--- src/rtl/pipe_ctrl_pkg.sv ---
// Shared types and sizing helpers for the pipeline stall/flush controller.
package pipe_ctrl_pkg;

  typedef enum logic [1:0] {RUN, DWAIT, ERR} state_t;

  // Wait counter must hold values up to MEM_TIMEOUT; never narrower than one bit.
  function automatic int wait_cnt_w(input int timeout);
    return (timeout < 1) ? 1 : $clog2(timeout + 1);
  endfunction

  localparam int MEM_TIMEOUT_DEF = 16;
  localparam int WAIT_W_DEF      = wait_cnt_w(MEM_TIMEOUT_DEF);

endpackage

--- src/rtl/pipeline_ctrl_if.sv ---
// Hazard inputs and stall/flush/status outputs between pipeline and controller.
interface pipeline_ctrl_if #(parameter int CNT_W = 32);
  logic             ResultSrcE0;
  logic [4:0]       RD_E;
  logic [4:0]       RS1_D;
  logic [4:0]       RS2_D;
  logic             PCSrcE;
  logic             InstrValidF;
  logic             MemReqM;
  logic             MemReadyM;
  logic             StallF;
  logic             StallD;
  logic             FlushD;
  logic             StallE;
  logic             FlushE;
  logic             StallM;
  logic             FlushW;
  logic             BusErr;
  logic [CNT_W-1:0] StallCount;
  logic [CNT_W-1:0] FlushCount;

  modport master (
    output ResultSrcE0, RD_E, RS1_D, RS2_D, PCSrcE, InstrValidF, MemReqM, MemReadyM,
    input  StallF, StallD, FlushD, StallE, FlushE, StallM, FlushW, BusErr,
           StallCount, FlushCount
  );

  modport slave (
    input  ResultSrcE0, RD_E, RS1_D, RS2_D, PCSrcE, InstrValidF, MemReqM, MemReadyM,
    output StallF, StallD, FlushD, StallE, FlushE, StallM, FlushW, BusErr,
           StallCount, FlushCount
  );
endinterface

--- src/rtl/sat_counter.sv ---
// Up-counter that sticks at all-ones instead of wrapping.
module sat_counter #(
  parameter int W = 32
) (
  input  logic         clk,
  input  logic         rst,
  input  logic         inc,
  output logic [W-1:0] count
);

  always_ff @(posedge clk) begin
    if (rst)                      count <= '0;
    else if (inc && count != '1)  count <= count + W'(1);
  end

endmodule

--- src/rtl/pipeline_ctrl.sv ---
// Stall/flush controller: load-use, redirect, slow I-mem and slow D-mem hazards,
// with a D-mem timeout watchdog and saturating stall/flush cycle counters.
module pipeline_ctrl
  import pipe_ctrl_pkg::*;
#(
  parameter int CNT_W       = 32,
  parameter int MEM_TIMEOUT = MEM_TIMEOUT_DEF
) (
  input logic            clk,
  input logic            rst,
  pipeline_ctrl_if.slave bus
);

  localparam int WW = wait_cnt_w(MEM_TIMEOUT);

  state_t        state, state_n;
  logic [WW-1:0] wait_cnt;
  logic          mem_miss, lw_stall, timeout_hit;
  logic          stall_f, stall_d, stall_e, stall_m;
  logic          flush_d, flush_e, flush_w;

  assign mem_miss = bus.MemReqM & ~bus.MemReadyM;
  assign lw_stall = bus.ResultSrcE0 & (bus.RD_E != 5'd0) &
                    ((bus.RD_E == bus.RS1_D) | (bus.RD_E == bus.RS2_D));
  assign timeout_hit = (MEM_TIMEOUT != 0) && mem_miss &&
                       (wait_cnt == WW'(MEM_TIMEOUT - 1));

  always_ff @(posedge clk) begin
    if (rst) begin
      state    <= RUN;
      wait_cnt <= '0;
    end else begin
      state <= state_n;
      // Counts consecutive miss edges; saturating so ERR with a stuck bus cannot wrap it.
      if (!mem_miss)             wait_cnt <= '0;
      else if (wait_cnt != '1)   wait_cnt <= wait_cnt + WW'(1);
    end
  end

  always_comb begin
    state_n = state;
    unique case (state)
      RUN:     if (mem_miss) state_n = DWAIT;
      DWAIT:   if (bus.MemReadyM) state_n = RUN;
               else if (timeout_hit) state_n = ERR;
      ERR:     state_n = ERR;
      default: state_n = RUN;
    endcase
  end

  // Priority: reset, ERR, D-mem miss, redirect, load-use, I-mem not ready.
  always_comb begin
    stall_f = 1'b0;
    stall_d = 1'b0;
    stall_e = 1'b0;
    stall_m = 1'b0;
    flush_d = 1'b0;
    flush_e = 1'b0;
    flush_w = 1'b0;
    if (rst) begin
      flush_d = 1'b1;
      flush_e = 1'b1;
      flush_w = 1'b1;
    end else if (state == ERR || mem_miss) begin
      // Full freeze; a pending redirect is held in E and acted on after release.
      stall_f = 1'b1;
      stall_d = 1'b1;
      stall_e = 1'b1;
      stall_m = 1'b1;
      flush_w = 1'b1;
    end else if (bus.PCSrcE) begin
      flush_d = 1'b1;
      flush_e = 1'b1;
    end else if (lw_stall) begin
      stall_f = 1'b1;
      stall_d = 1'b1;
      flush_e = 1'b1;
    end else if (!bus.InstrValidF) begin
      stall_f = 1'b1;
      flush_d = 1'b1;
    end
  end

  assign bus.StallF = stall_f;
  assign bus.StallD = stall_d;
  assign bus.StallE = stall_e;
  assign bus.StallM = stall_m;
  assign bus.FlushD = flush_d;
  assign bus.FlushE = flush_e;
  assign bus.FlushW = flush_w;
  assign bus.BusErr = (state == ERR);

  sat_counter #(.W(CNT_W)) u_stall_cnt (
    .clk   (clk),
    .rst   (rst),
    .inc   (stall_f),
    .count (bus.StallCount)
  );

  sat_counter #(.W(CNT_W)) u_flush_cnt (
    .clk   (clk),
    .rst   (rst),
    .inc   (flush_e),
    .count (bus.FlushCount)
  );

endmodule

--- src/flat_wrapper.sv ---
// flat-port wrapper written by rule: the top's interface ports become plain ports
module pipeline_ctrl_flat import pipe_ctrl_pkg::*;
#(
  parameter int CNT_W       = 32,
  parameter int MEM_TIMEOUT = MEM_TIMEOUT_DEF
)
  (clk, rst, bus_ResultSrcE0, bus_RD_E, bus_RS1_D, bus_RS2_D, bus_PCSrcE, bus_InstrValidF, bus_MemReqM, bus_MemReadyM, bus_StallF, bus_StallD, bus_FlushD, bus_StallE, bus_FlushE, bus_StallM, bus_FlushW, bus_BusErr, bus_StallCount, bus_FlushCount);
  pipeline_ctrl_if #(.CNT_W(CNT_W)) bus_i ();
  input logic clk;
  input logic rst;
  input wire logic [$bits(bus_i.ResultSrcE0)-1:0] bus_ResultSrcE0;
  input wire logic [$bits(bus_i.RD_E)-1:0] bus_RD_E;
  input wire logic [$bits(bus_i.RS1_D)-1:0] bus_RS1_D;
  input wire logic [$bits(bus_i.RS2_D)-1:0] bus_RS2_D;
  input wire logic [$bits(bus_i.PCSrcE)-1:0] bus_PCSrcE;
  input wire logic [$bits(bus_i.InstrValidF)-1:0] bus_InstrValidF;
  input wire logic [$bits(bus_i.MemReqM)-1:0] bus_MemReqM;
  input wire logic [$bits(bus_i.MemReadyM)-1:0] bus_MemReadyM;
  output wire logic [$bits(bus_i.StallF)-1:0] bus_StallF;
  output wire logic [$bits(bus_i.StallD)-1:0] bus_StallD;
  output wire logic [$bits(bus_i.FlushD)-1:0] bus_FlushD;
  output wire logic [$bits(bus_i.StallE)-1:0] bus_StallE;
  output wire logic [$bits(bus_i.FlushE)-1:0] bus_FlushE;
  output wire logic [$bits(bus_i.StallM)-1:0] bus_StallM;
  output wire logic [$bits(bus_i.FlushW)-1:0] bus_FlushW;
  output wire logic [$bits(bus_i.BusErr)-1:0] bus_BusErr;
  output wire logic [$bits(bus_i.StallCount)-1:0] bus_StallCount;
  output wire logic [$bits(bus_i.FlushCount)-1:0] bus_FlushCount;
  assign bus_i.ResultSrcE0 = bus_ResultSrcE0;
  assign bus_i.RD_E = bus_RD_E;
  assign bus_i.RS1_D = bus_RS1_D;
  assign bus_i.RS2_D = bus_RS2_D;
  assign bus_i.PCSrcE = bus_PCSrcE;
  assign bus_i.InstrValidF = bus_InstrValidF;
  assign bus_i.MemReqM = bus_MemReqM;
  assign bus_i.MemReadyM = bus_MemReadyM;
  assign bus_StallF = bus_i.StallF;
  assign bus_StallD = bus_i.StallD;
  assign bus_FlushD = bus_i.FlushD;
  assign bus_StallE = bus_i.StallE;
  assign bus_FlushE = bus_i.FlushE;
  assign bus_StallM = bus_i.StallM;
  assign bus_FlushW = bus_i.FlushW;
  assign bus_BusErr = bus_i.BusErr;
  assign bus_StallCount = bus_i.StallCount;
  assign bus_FlushCount = bus_i.FlushCount;
  pipeline_ctrl #(.CNT_W(CNT_W), .MEM_TIMEOUT(MEM_TIMEOUT)) u_core (.clk(clk), .rst(rst), .bus(bus_i));
endmodule
--- config.mk ---
export PLATFORM = sky130hd
export DESIGN_NAME = pipeline_ctrl_flat
export DESIGN_NICKNAME = d
export VERILOG_FILES = /design/src/rtl/pipe_ctrl_pkg.sv /design/src/rtl/pipeline_ctrl_if.sv /design/src/rtl/sat_counter.sv /design/src/rtl/pipeline_ctrl.sv /design/src/flat_wrapper.sv
export SDC_FILE = /design/constraint.sdc
export NUM_CORES = 1
export LEC_CHECK = 0
export BUFFER_PORTS_ARGS = -buffer_cell sky130_fd_sc_hd__buf_2
export CORE_MARGIN = 2
export CORE_UTILIZATION = 45
export CTS_CLUSTER_SIZE = 14
export DETAILED_ROUTE_END_ITERATION = 8
export PLACE_DENSITY = 0.66
export SLEW_MARGIN = 10
export SYNTH_ARGS = -nofsm -noshare
export SYNTH_HDL_FRONTEND = slang
export SYNTH_SLANG_ARGS = --single-unit
export TNS_END_PERCENT = 50
--- constraint.sdc ---
create_clock -name clk -period 2.8 [get_ports clk]
set_input_delay 0 -clock clk [delete_from_list [all_inputs] [get_ports clk]]
set_output_delay 0 -clock clk [all_outputs]
set_load 0.005 [all_outputs]
Word-level counts from Yosys, hierarchy flattened:

Cells that the tools add are included.

* reduce and logical (&&, ||, !) cells: 8
* add/subtract/negate cells: 3
* equal/unequal tests: 10
* bitwise operators: 6
* multiplexer cells: 23

Operator list (count)
* $add 32x1->32 const B: 2
* $ne 32x32->1 const B: 2
* $mux 1: 19
* $eq 5x5->1: 2
* $mux 2: 3
* $pmux 2 s3: 1
* $add 5x1->5 const B: 1
* $eq 5x4->1 const B: 1
* $ne 5x5->1 const B: 1
* $reduce_bool 5->1: 1
* $and 1x1->1: 3
* $logic_and 1x1->1: 3
* $ne 3x2->1 const B: 1
* $eq 2x1->1 const B: 1
* $eq 2x2->1 const B: 1
* $logic_not 2->1: 1
* $ne 2x1->1 const B: 1
* $not 1->1: 2
* $reduce_and 2->1: 1
* $reduce_or 2->1: 1
* $logic_or 1x1->1: 1
* $or 1x1->1: 1

* output and inout bits: 72
* register bits: 71
* input port bits: 22
* logic and storage cells: 54

Depth between registers and ports, before layout:

Gate-level depths: netlist of the first run.

* depth in word-level cells: 8
* depth in mapped cells: 10
* depth with buffers taken out: 8

Cells and area by module:

From an unflattened synthesis of the first run, not the netlist that was laid out.

* cell total of the unflattened synthesis: 462
* area, all modules: 3862.5 µm²

Modules (own cells, without submodules)
* sat_counter: seq. area each 640.6 µm², times used 2, cells each 199, area an instance 1674.1 µm²
* pipeline_ctrl: seq. area each 140.1 µm², times used 1, cells each 64, area an instance 514.2 µm²

Worst setup path after synthesis of the first run:

OpenSTA, ideal clock, no wires.

* path type: register to register
* start: register u_core.u_stall_cnt.count[0]
* end: register u_core.u_stall_cnt.count[12]
* stages on the path, launching flop included: 9
* path buffers: 1
* data arrival time: 1951 ps
* setup time: 123 ps
* clock period less this slack: 2075 ps
* path slack: 725 ps
* required time: 2677 ps
* cells stage by stage: dfxtp_1 > ha_1 > inv_1 > nor4_4 > and3_1 > o21bai_4 > buf_4 > nor4_1 > mux2_1

* cells in the longest elaborated chain, start to end: 2
* elaborated cells between the ends (all ways): 3
* those cells by class: 1 x add/sub; 1 x eq/ne; 1 x reduce/logical

RTL lines
* start: declaration: line sat_counter.sv:8 `output logic [W-1:0] count`
* start signal: assignment: line sat_counter.sv:13 `else if (inc && count != '1) count <= count + W'(1);`
* branches (longest 2 deep; another with $add 32x1->32)

Several ways; the timed one is not identified.
A chain may end at the register's enable or synchronous reset.

Worst setup path in the final report of the first run:

* start: register u_core.u_flush_cnt.count[0]
* end: register u_core.u_flush_cnt.count[4]

* cells in the longest elaborated chain, start to end: 2
* elaborated cells between the ends (all ways): 3
* those cells by class: 1 x add/sub; 1 x eq/ne; 1 x reduce/logical

RTL lines (line)
* start: declaration: sat_counter.sv:8
* start signal: assignment: sat_counter.sv:13
* branches (longest 2 deep; another with $add 32x1->32)

Several ways; the timed one is not identified.

==> impl_metrics.json, run 1 <==
{
  "placement_rows": 32,
  "cts_tree": "built",
  "maximum_number_of_pins_on_one_net_before_global_route_repair": 33,
  "final_cell_mix": "buf_2 (93), dfxtp_1 (71), nor2_1 (54)",
  "num_clock_sinks": 71,
  "chipWidth_um": 94.03,
  "outcome": "finished clean",
  "worst_r2r_path_depth": 8,
  "routed_via_density": 5.531,
  "design.core.area_mm2": 0.007807,
  "portion_of_the_clock_cycle_consumed_by_the_worst_path_in_the_final_layout": 0.8643,
  "cpPeakStageDelay_ns": 0.51,
  "ys_top_cells_by_area": "dfxtp_1 (39%), xor2_1 (7.4%), nor2_1 (5.6%)",
  "post_route_cells_drive_above_1_share": 0.2327,
  "starting_density_of_the_core": 0.4671,
  "worst_ir_drop_vdd_v": 0.0002664,
  "synth.net_count": 449,
  "hold_class": "input port to register",
  "antenna_found_initial": 0,
  "wl_met3_um": 613,
  "register_area_share_after_synthesis": 0.3897,
  "worstPathRequired_ns": 3.02,
  "fp.dieH_um": 94.03,
  "worst_path_dominant_cell_family": "simple AND/OR/NAND/NOR gates",
  "dpl_cell_area_mm2": 0.004195,
  "die-area_mm2": 0.008841,
  "timing.critical_path.depth": 8,
  "max_cap_violations": 0,
  "crit_path_max_delay_cell_type": "o211a_1",
  "final.fill_count": 739,
  "vias": 3440,
  "critical_path_data_arrival_time_ns": 2.64,
  "antenna_cells": 0,
  "timing.setup.tns_ns": 0,
  "drt_drc_violations_left": 0,
  "worst_case_clock_skew_ns": 0.01255,
  "worstPathBufferInverterCount": 0,
  "timing.final.max_slew_violations": 0,
  "post_synth_mux_area_share": 0.01132,
  "final_ant_viol_nets": 0,
  "synthesis.yosys.warnings": 0,
  "total_track_usage": 0.2043,
  "synthDominantAreaCellType": "dfxtp_1",
  "synthesis.area_mm2": 0.003647,
  "area_growth_syn_to_layout_pct": 20.69,
  "routed_wl_um": 8756,
  "port_buffers": 93,
  "insertion_delay_ns": 0.35,
  "met2WireLength_um": 3911,
  "synth_top_family_by_area": "simple AND/OR/NAND/NOR gates",
  "synth-adder-area-share": 0.01715,
  "multi_input_area_mm2": 0.002098,
  "firstDrtPassIters": 4,
  "setup_viol": 0,
  "p_per_area_mw_per_mm2": 449.2,
  "drtIter0Drc": 128,
  "period_needed_ns": 2.420,
  "simple_gate_area_share_of_the_yosys_netlist": 0.2919,
  "worst-setup-path-type": "register to register",
  "drt-wirelength-per-cell_um": 14.08,
  "synth_cell_type_count": 47,
  "detail_route.wirelength.met1_um": 4075,
  "hold_viol": 0,
  "design.final.nets": 543,
  "slew-limit-headroom": 0.5311,
  "clkTransAtPathRegs_ns": 0.07,
  "layout_commonest_cell": "buf_2",
  "compound_gate_fraction_of_synth_area": 0.1372,
  "worst_pin_slew_ns": 0.7014,
  "crit_path_end_kind": "register",
  "asyncSetResetFlopFracSynth": 0,
  "power.static_leakage_uw": 0.001847,
  "timing.fmax_ghz": 0.4132,
  "highest_layer": "met4",
  "netlist_instances": 422,
  "clockRootBuffer": "clkbuf_8",
  "timing.critical_path.fanout_max": 22,
  "worstPathCellList": "ha_1, and2_1, and4_1, nand4_1, o211a_1, nand4_1, xor2_1, nor2_1",
  "rsz0062_at_grt": "false",
  "ys.flop_type": "dfxtp_1",
  "synth-edff-count": 0,
  "cts_setup_buffers": 0,
  "post_synth_xor_xnor_area": 0.1177,
  "tritoncts_buffer_count": 9,
  "grt_overflow": 0,
  "grt_pass1_wl_um": 14500,
  "stdcell_area_mm2": 0.004402,
  "ys_ff_latch": 71,
  "path_common_cell": "nand4_1",
  "number_of_cells_on_the_worst_hold_path": 3,
  "sequential_cell_area_mm2": 0.001421,
  "io-pin-count": 94,
  "max-clock-path-buffers": 2,
  "gp_congestion": 0.8968,
  "ctsHtreeMaxLevel": 3,
  "hpwlAfterDp_um": 6242,
  "synth_top_cell_area_share": 0.3897,
  "mean_instance_size_in_the_synthesized_netlist_um2": 8.643,
  "setup.worst_path.start_class": "register",
  "via_count_of_the_first_global_routing_pass": 3148
}
[worst reg2reg max path: stages (launching register included)]
cell	delay, ns
dfxtp_1	0.44
ha_1	0.24
and2_1	0.15
and4_1	0.38
nand4_1	0.13
o211a_1	0.51
nand4_1	0.23
xor2_1	0.17
nor2_1	0.06
[where the power goes]
group	switching (uW)	internal, uW
clock	394	409
sequential	13.1	1020
combinational	86.9	56.9
[flip-flops by register name (all words and copies together), names as in the netlist]
name / flops
u_core.u_stall_cnt.count: 32
u_core.state: 2
u_core.u_flush_cnt.count: 32
u_core.wait_cnt: 5
[layer usage]
layer | up-vias | track usage
met2 | 109 | 0.3185
met3 | 11 | 0.04494
met4 | 0 | 0.09300
li1 | 1719 | -
met5 | - | 0
met1 | 1601 | 0.2696
[cell usage after synthesis (3+ instances only)]
library cell	n
o21ai_0	9
nor2b_1	4
or3_1	7
and3_1	10
dfxtp_1	71
xnor2_1	18
nand2_1	21
nor2_1	54
buf_4	3
clkbuf_1	11
or4_1	8
nand3_1	23
o21ai_1	3
nor4_1	4
xor2_1	31
buf_2	3
o211ai_1	6
and4_1	7
inv_1	10
and2_1	6
o21a_1	15
ha_1	5
nor3_1	16
nand4_1	25
o31ai_1	10
mux2i_1	3
a21oi_1	16
[logic make-up (layout without fill, tap and decap cells)]
logic type               count (synthesis)  in the layout
flip-flops                              71             71
AO/OA/AOI/OAI                           72             72
XOR/XNOR                                49             49
AND/OR/NAND/NOR                        193            193
adder cells (fa/ha/maj)                  5              5
multiplexers                             4              4
buffers and inverters                   28            126
[metrics by stage]
stage | hold slack [ns] | utilization | power [uW] | worst slack (ns) | cells
after floorplan | 0.05135 | - | 1143 | 0.7253 | 422
after global placement | 0.2630 | 0.5373 | 1193 | 0.4048 | 605
after detailed placement | 0.2770 | 0.5373 | 1197 | 0.3728 | 605
after CTS | 0.007307 | 0.5638 | 1999 | 0.3728 | 622
after global routing | 0.04128 | 0.5638 | 2055 | 0.1335 | 622
final | 0.02946 | 0.5638 | 1977 | 0.3799 | 622
[layout make-up]
class	count	area share
inverters	10	0.008528
clock buffers	10	0.02899
clock inverters	5	0.01336
multi-input cells	323	0.4767
repair buffers	101	0.1205
flip-flops and latches	71	0.3229
well taps	102	0.02899
[path summary, 6_finish.rpt]
check | start | endpoint | slack [ns]
min | bus_MemReadyM | u_core.state[1] | 0.03
max reg2reg | u_core.u_flush_cnt.count[0] | u_core.u_flush_cnt.count[4] | 0.38
max | u_core.u_flush_cnt.count[0] | u_core.u_flush_cnt.count[4] | 0.38
min reg2reg | u_core.u_flush_cnt.count[23] | u_core.u_flush_cnt.count[23] | 0.51
[what timing repair did]
| item | CTS | global route |
|---|---|---|
| hold buffers | 2 | 0 |
| resized for setup | 0 | 0 |
| endpoints found under the hold margin | 1 | 0 |
(Power assumes the default switching activity.)
==> inputs of run 2 (changes only) <==
- PLACE_DENSITY: 0.66 -> 0.68
- clock period: 2.8 -> 2.1 ns (I/O delays scaled with it)
==> run 2 against run 1 <==
  * Utilization grew 5.9 points
  * Global-route usage grew 0.50 points
  * Worst hold slack gained 0.084 ns
  * Clock power grew 58%
  * Non-clock buffer count grew 42
==> impl_metrics.json, run 2 (synthesis results as in run 1) <==
{
  "layout_commonest_cell": "buf_2",
  "maximum_number_of_pins_on_one_net_before_global_route_repair": 34,
  "grt_pass1_wl_um": 14830,
  "path_common_cell": "nand4_1",
  "timing.critical_path.fanout_max": 21,
  "ctsHtreeMaxLevel": 3,
  "dpl_cell_area_mm2": 0.004463,
  "hold_viol": 0,
  "placement_rows": 32,
  "worstPathCellList": "and4_2, and4_4, nand4_1, o211a_1, buf_6, nand4_1, xor2_1, nor2_1",
  "setup_viol": 0,
  "drt-wirelength-per-cell_um": 14.12,
  "design.final.nets": 586,
  "grt_overflow": 0,
  "total_track_usage": 0.2093,
  "worst-setup-path-type": "register to register",
  "worst_case_clock_skew_ns": 0.01250,
  "slew-limit-headroom": 0.7364,
  "io-pin-count": 94,
  "worst_pin_slew_ns": 0.3933,
  "reg.largest.list": "u_core.u_flush_cnt.count (32), u_core.u_stall_cnt.count (32), u_core.wait_cnt (5)",
  "design.core.area_mm2": 0.007807,
  "portion_of_the_clock_cycle_consumed_by_the_worst_path_in_the_final_layout": 0.9484,
  "antenna_found_initial": 0,
  "final.fill_count": 689,
  "crit_path_max_delay_cell_type": "dfxtp_1",
  "gp_congestion": 0.7917,
  "setup.worst_path.start_class": "register",
  "worst_ir_drop_vdd_v": 0.0002975,
  "post_route_cells_drive_above_1_share": 0.3245,
  "cpPeakStageDelay_ns": 0.40,
  "cts_tree": "built",
  "num_clock_sinks": 71,
  "fp.dieH_um": 94.03,
  "routed_via_density": 5.468,
  "rsz0062_at_grt": "true",
  "area_growth_syn_to_layout_pct": 33.24,
  "final_cell_mix": "buf_2 (93), dfxtp_1 (67), nor2_1 (54)",
  "timing.fmax_ghz": 0.5021,
  "final_ant_viol_nets": 0,
  "outcome": "finished clean",
  "critical_path_data_arrival_time_ns": 2.22,
  "port_buffers": 93,
  "drt_drc_violations_left": 0,
  "period_needed_ns": 1.992,
  "firstDrtPassIters": 4,
  "hold_class": "input port to register",
  "hpwlAfterDp_um": 6726,
  "stdcell_area_mm2": 0.004860,
  "max-clock-path-buffers": 2,
  "worst_slack_ns": 0.1084,
  "timing.final.max_slew_violations": 0,
  "tritoncts_buffer_count": 9,
  "chipWidth_um": 94.03,
  "drtIter0Drc": 109,
  "crit_path_end_kind": "register",
  "clockRootBuffer": "clkbuf_8",
  "via_count_of_the_first_global_routing_pass": 3271,
  "insertion_delay_ns": 0.35,
  "antenna_cells": 0,
  "vias": 3642,
  "worstPathRequired_ns": 2.33,
  "power.static_leakage_uw": 0.002095,
  "clkTransAtPathRegs_ns": 0.08,
  "starting_density_of_the_core": 0.4671,
  "max_cap_violations": 0,
  "routed_wl_um": 9402,
  "die-area_mm2": 0.008841,
  "place_worst_setup_slack_ns": -0.05955,
  "p_per_area_mw_per_mm2": 593.9
}
==> run 2: cell count changes in the layout (fill, tap and decap cells not counted), moves of 2 or more <==
cell	before	now
buf_4	6	45
dfxtp_1	71	67
dfxtp_2	0	4
and4_1	7	4
and4_2	0	2
clkbuf_8	9	11
nand2_1	21	19
nand2_2	0	2
nor3_1	16	14
nor3_2	1	3
==> run 2: layout make-up <==
type	instances	area (um^2)	share of cell area
clock buffer	11	151.4	0.03115
clock inverter	5	80.08	0.01648
inverter	10	37.54	0.007724
multi-input combinational	324	2172	0.4470
sequential	71	1426	0.2935
tap	102	127.6	0.02626
timing repair buffer	143	864.6	0.1779
==> run 2: metal layers <==
metal  global-route usage  vias to the layer above  routed length, um
met3              0.04254                       19                623
met5                    0                        -                  0
li1                     -                     1806                  -
met4              0.09058                        0                217
met2               0.3512                      120               4405
met1               0.2595                     1697               4154
==> run 2: timing repair <==
item                                    4_1_cts  5_1_grt
setup buffers                                 0        7
pin swaps                                     0        8
gates resized for setup                       1       20
gates cloned                                  0        1
endpoints found under the setup margin        1       43
endpoints found under the hold margin         2        0
hold buffers                                  3        0
==> run 2: through the flow <==
step                      std cells   TNS [ns]  utilization  hold slack, ns  total power [uW]
after floorplan                 422          0            -         0.05135              1524
after global placement          639  -0.008384       0.5716          0.2513              1621
after detailed placement        639    -0.1774       0.5716          0.2653              1627
after CTS                       658          0       0.6059          0.1085              2888
after global routing            666   -0.03617       0.6224          0.1182              2992
final                           666          0       0.6224          0.1135              2886
==> run 2: final timing paths <==
path | slack [ns] | depth (start not counted) | start | to
min reg2reg | 0.50 | 1 | u_core.u_stall_cnt.count[5] | u_core.u_stall_cnt.count[5]
max | 0.11 | 8 | u_core.u_flush_cnt.count[3] | u_core.u_flush_cnt.count[3]
min | 0.11 | 3 | rst | u_core.u_stall_cnt.count[29]
max reg2reg | 0.11 | 8 | u_core.u_flush_cnt.count[3] | u_core.u_flush_cnt.count[3]
==> run 2: power breakdown <==
part	internal (uW)	switching, uW	total [uW]
Sequential	1360	10.1	1370
Clock	732	538	1270
Combinational	112	135	247
Total	2200	683	2890
==> run 2: critical path, delay by kind of cell (launching register included) <==
| kind | cells | cell delay (ns) |
|---|---|---|
| xor gates and xnor gates | 1 | 0.16 |
| DFF | 1 | 0.40 |
| AOI/OAI and AO/OA | 1 | 0.28 |
| and+or+nand+nor | 5 | 0.86 |
| buffers and inverters | 1 | 0.18 |
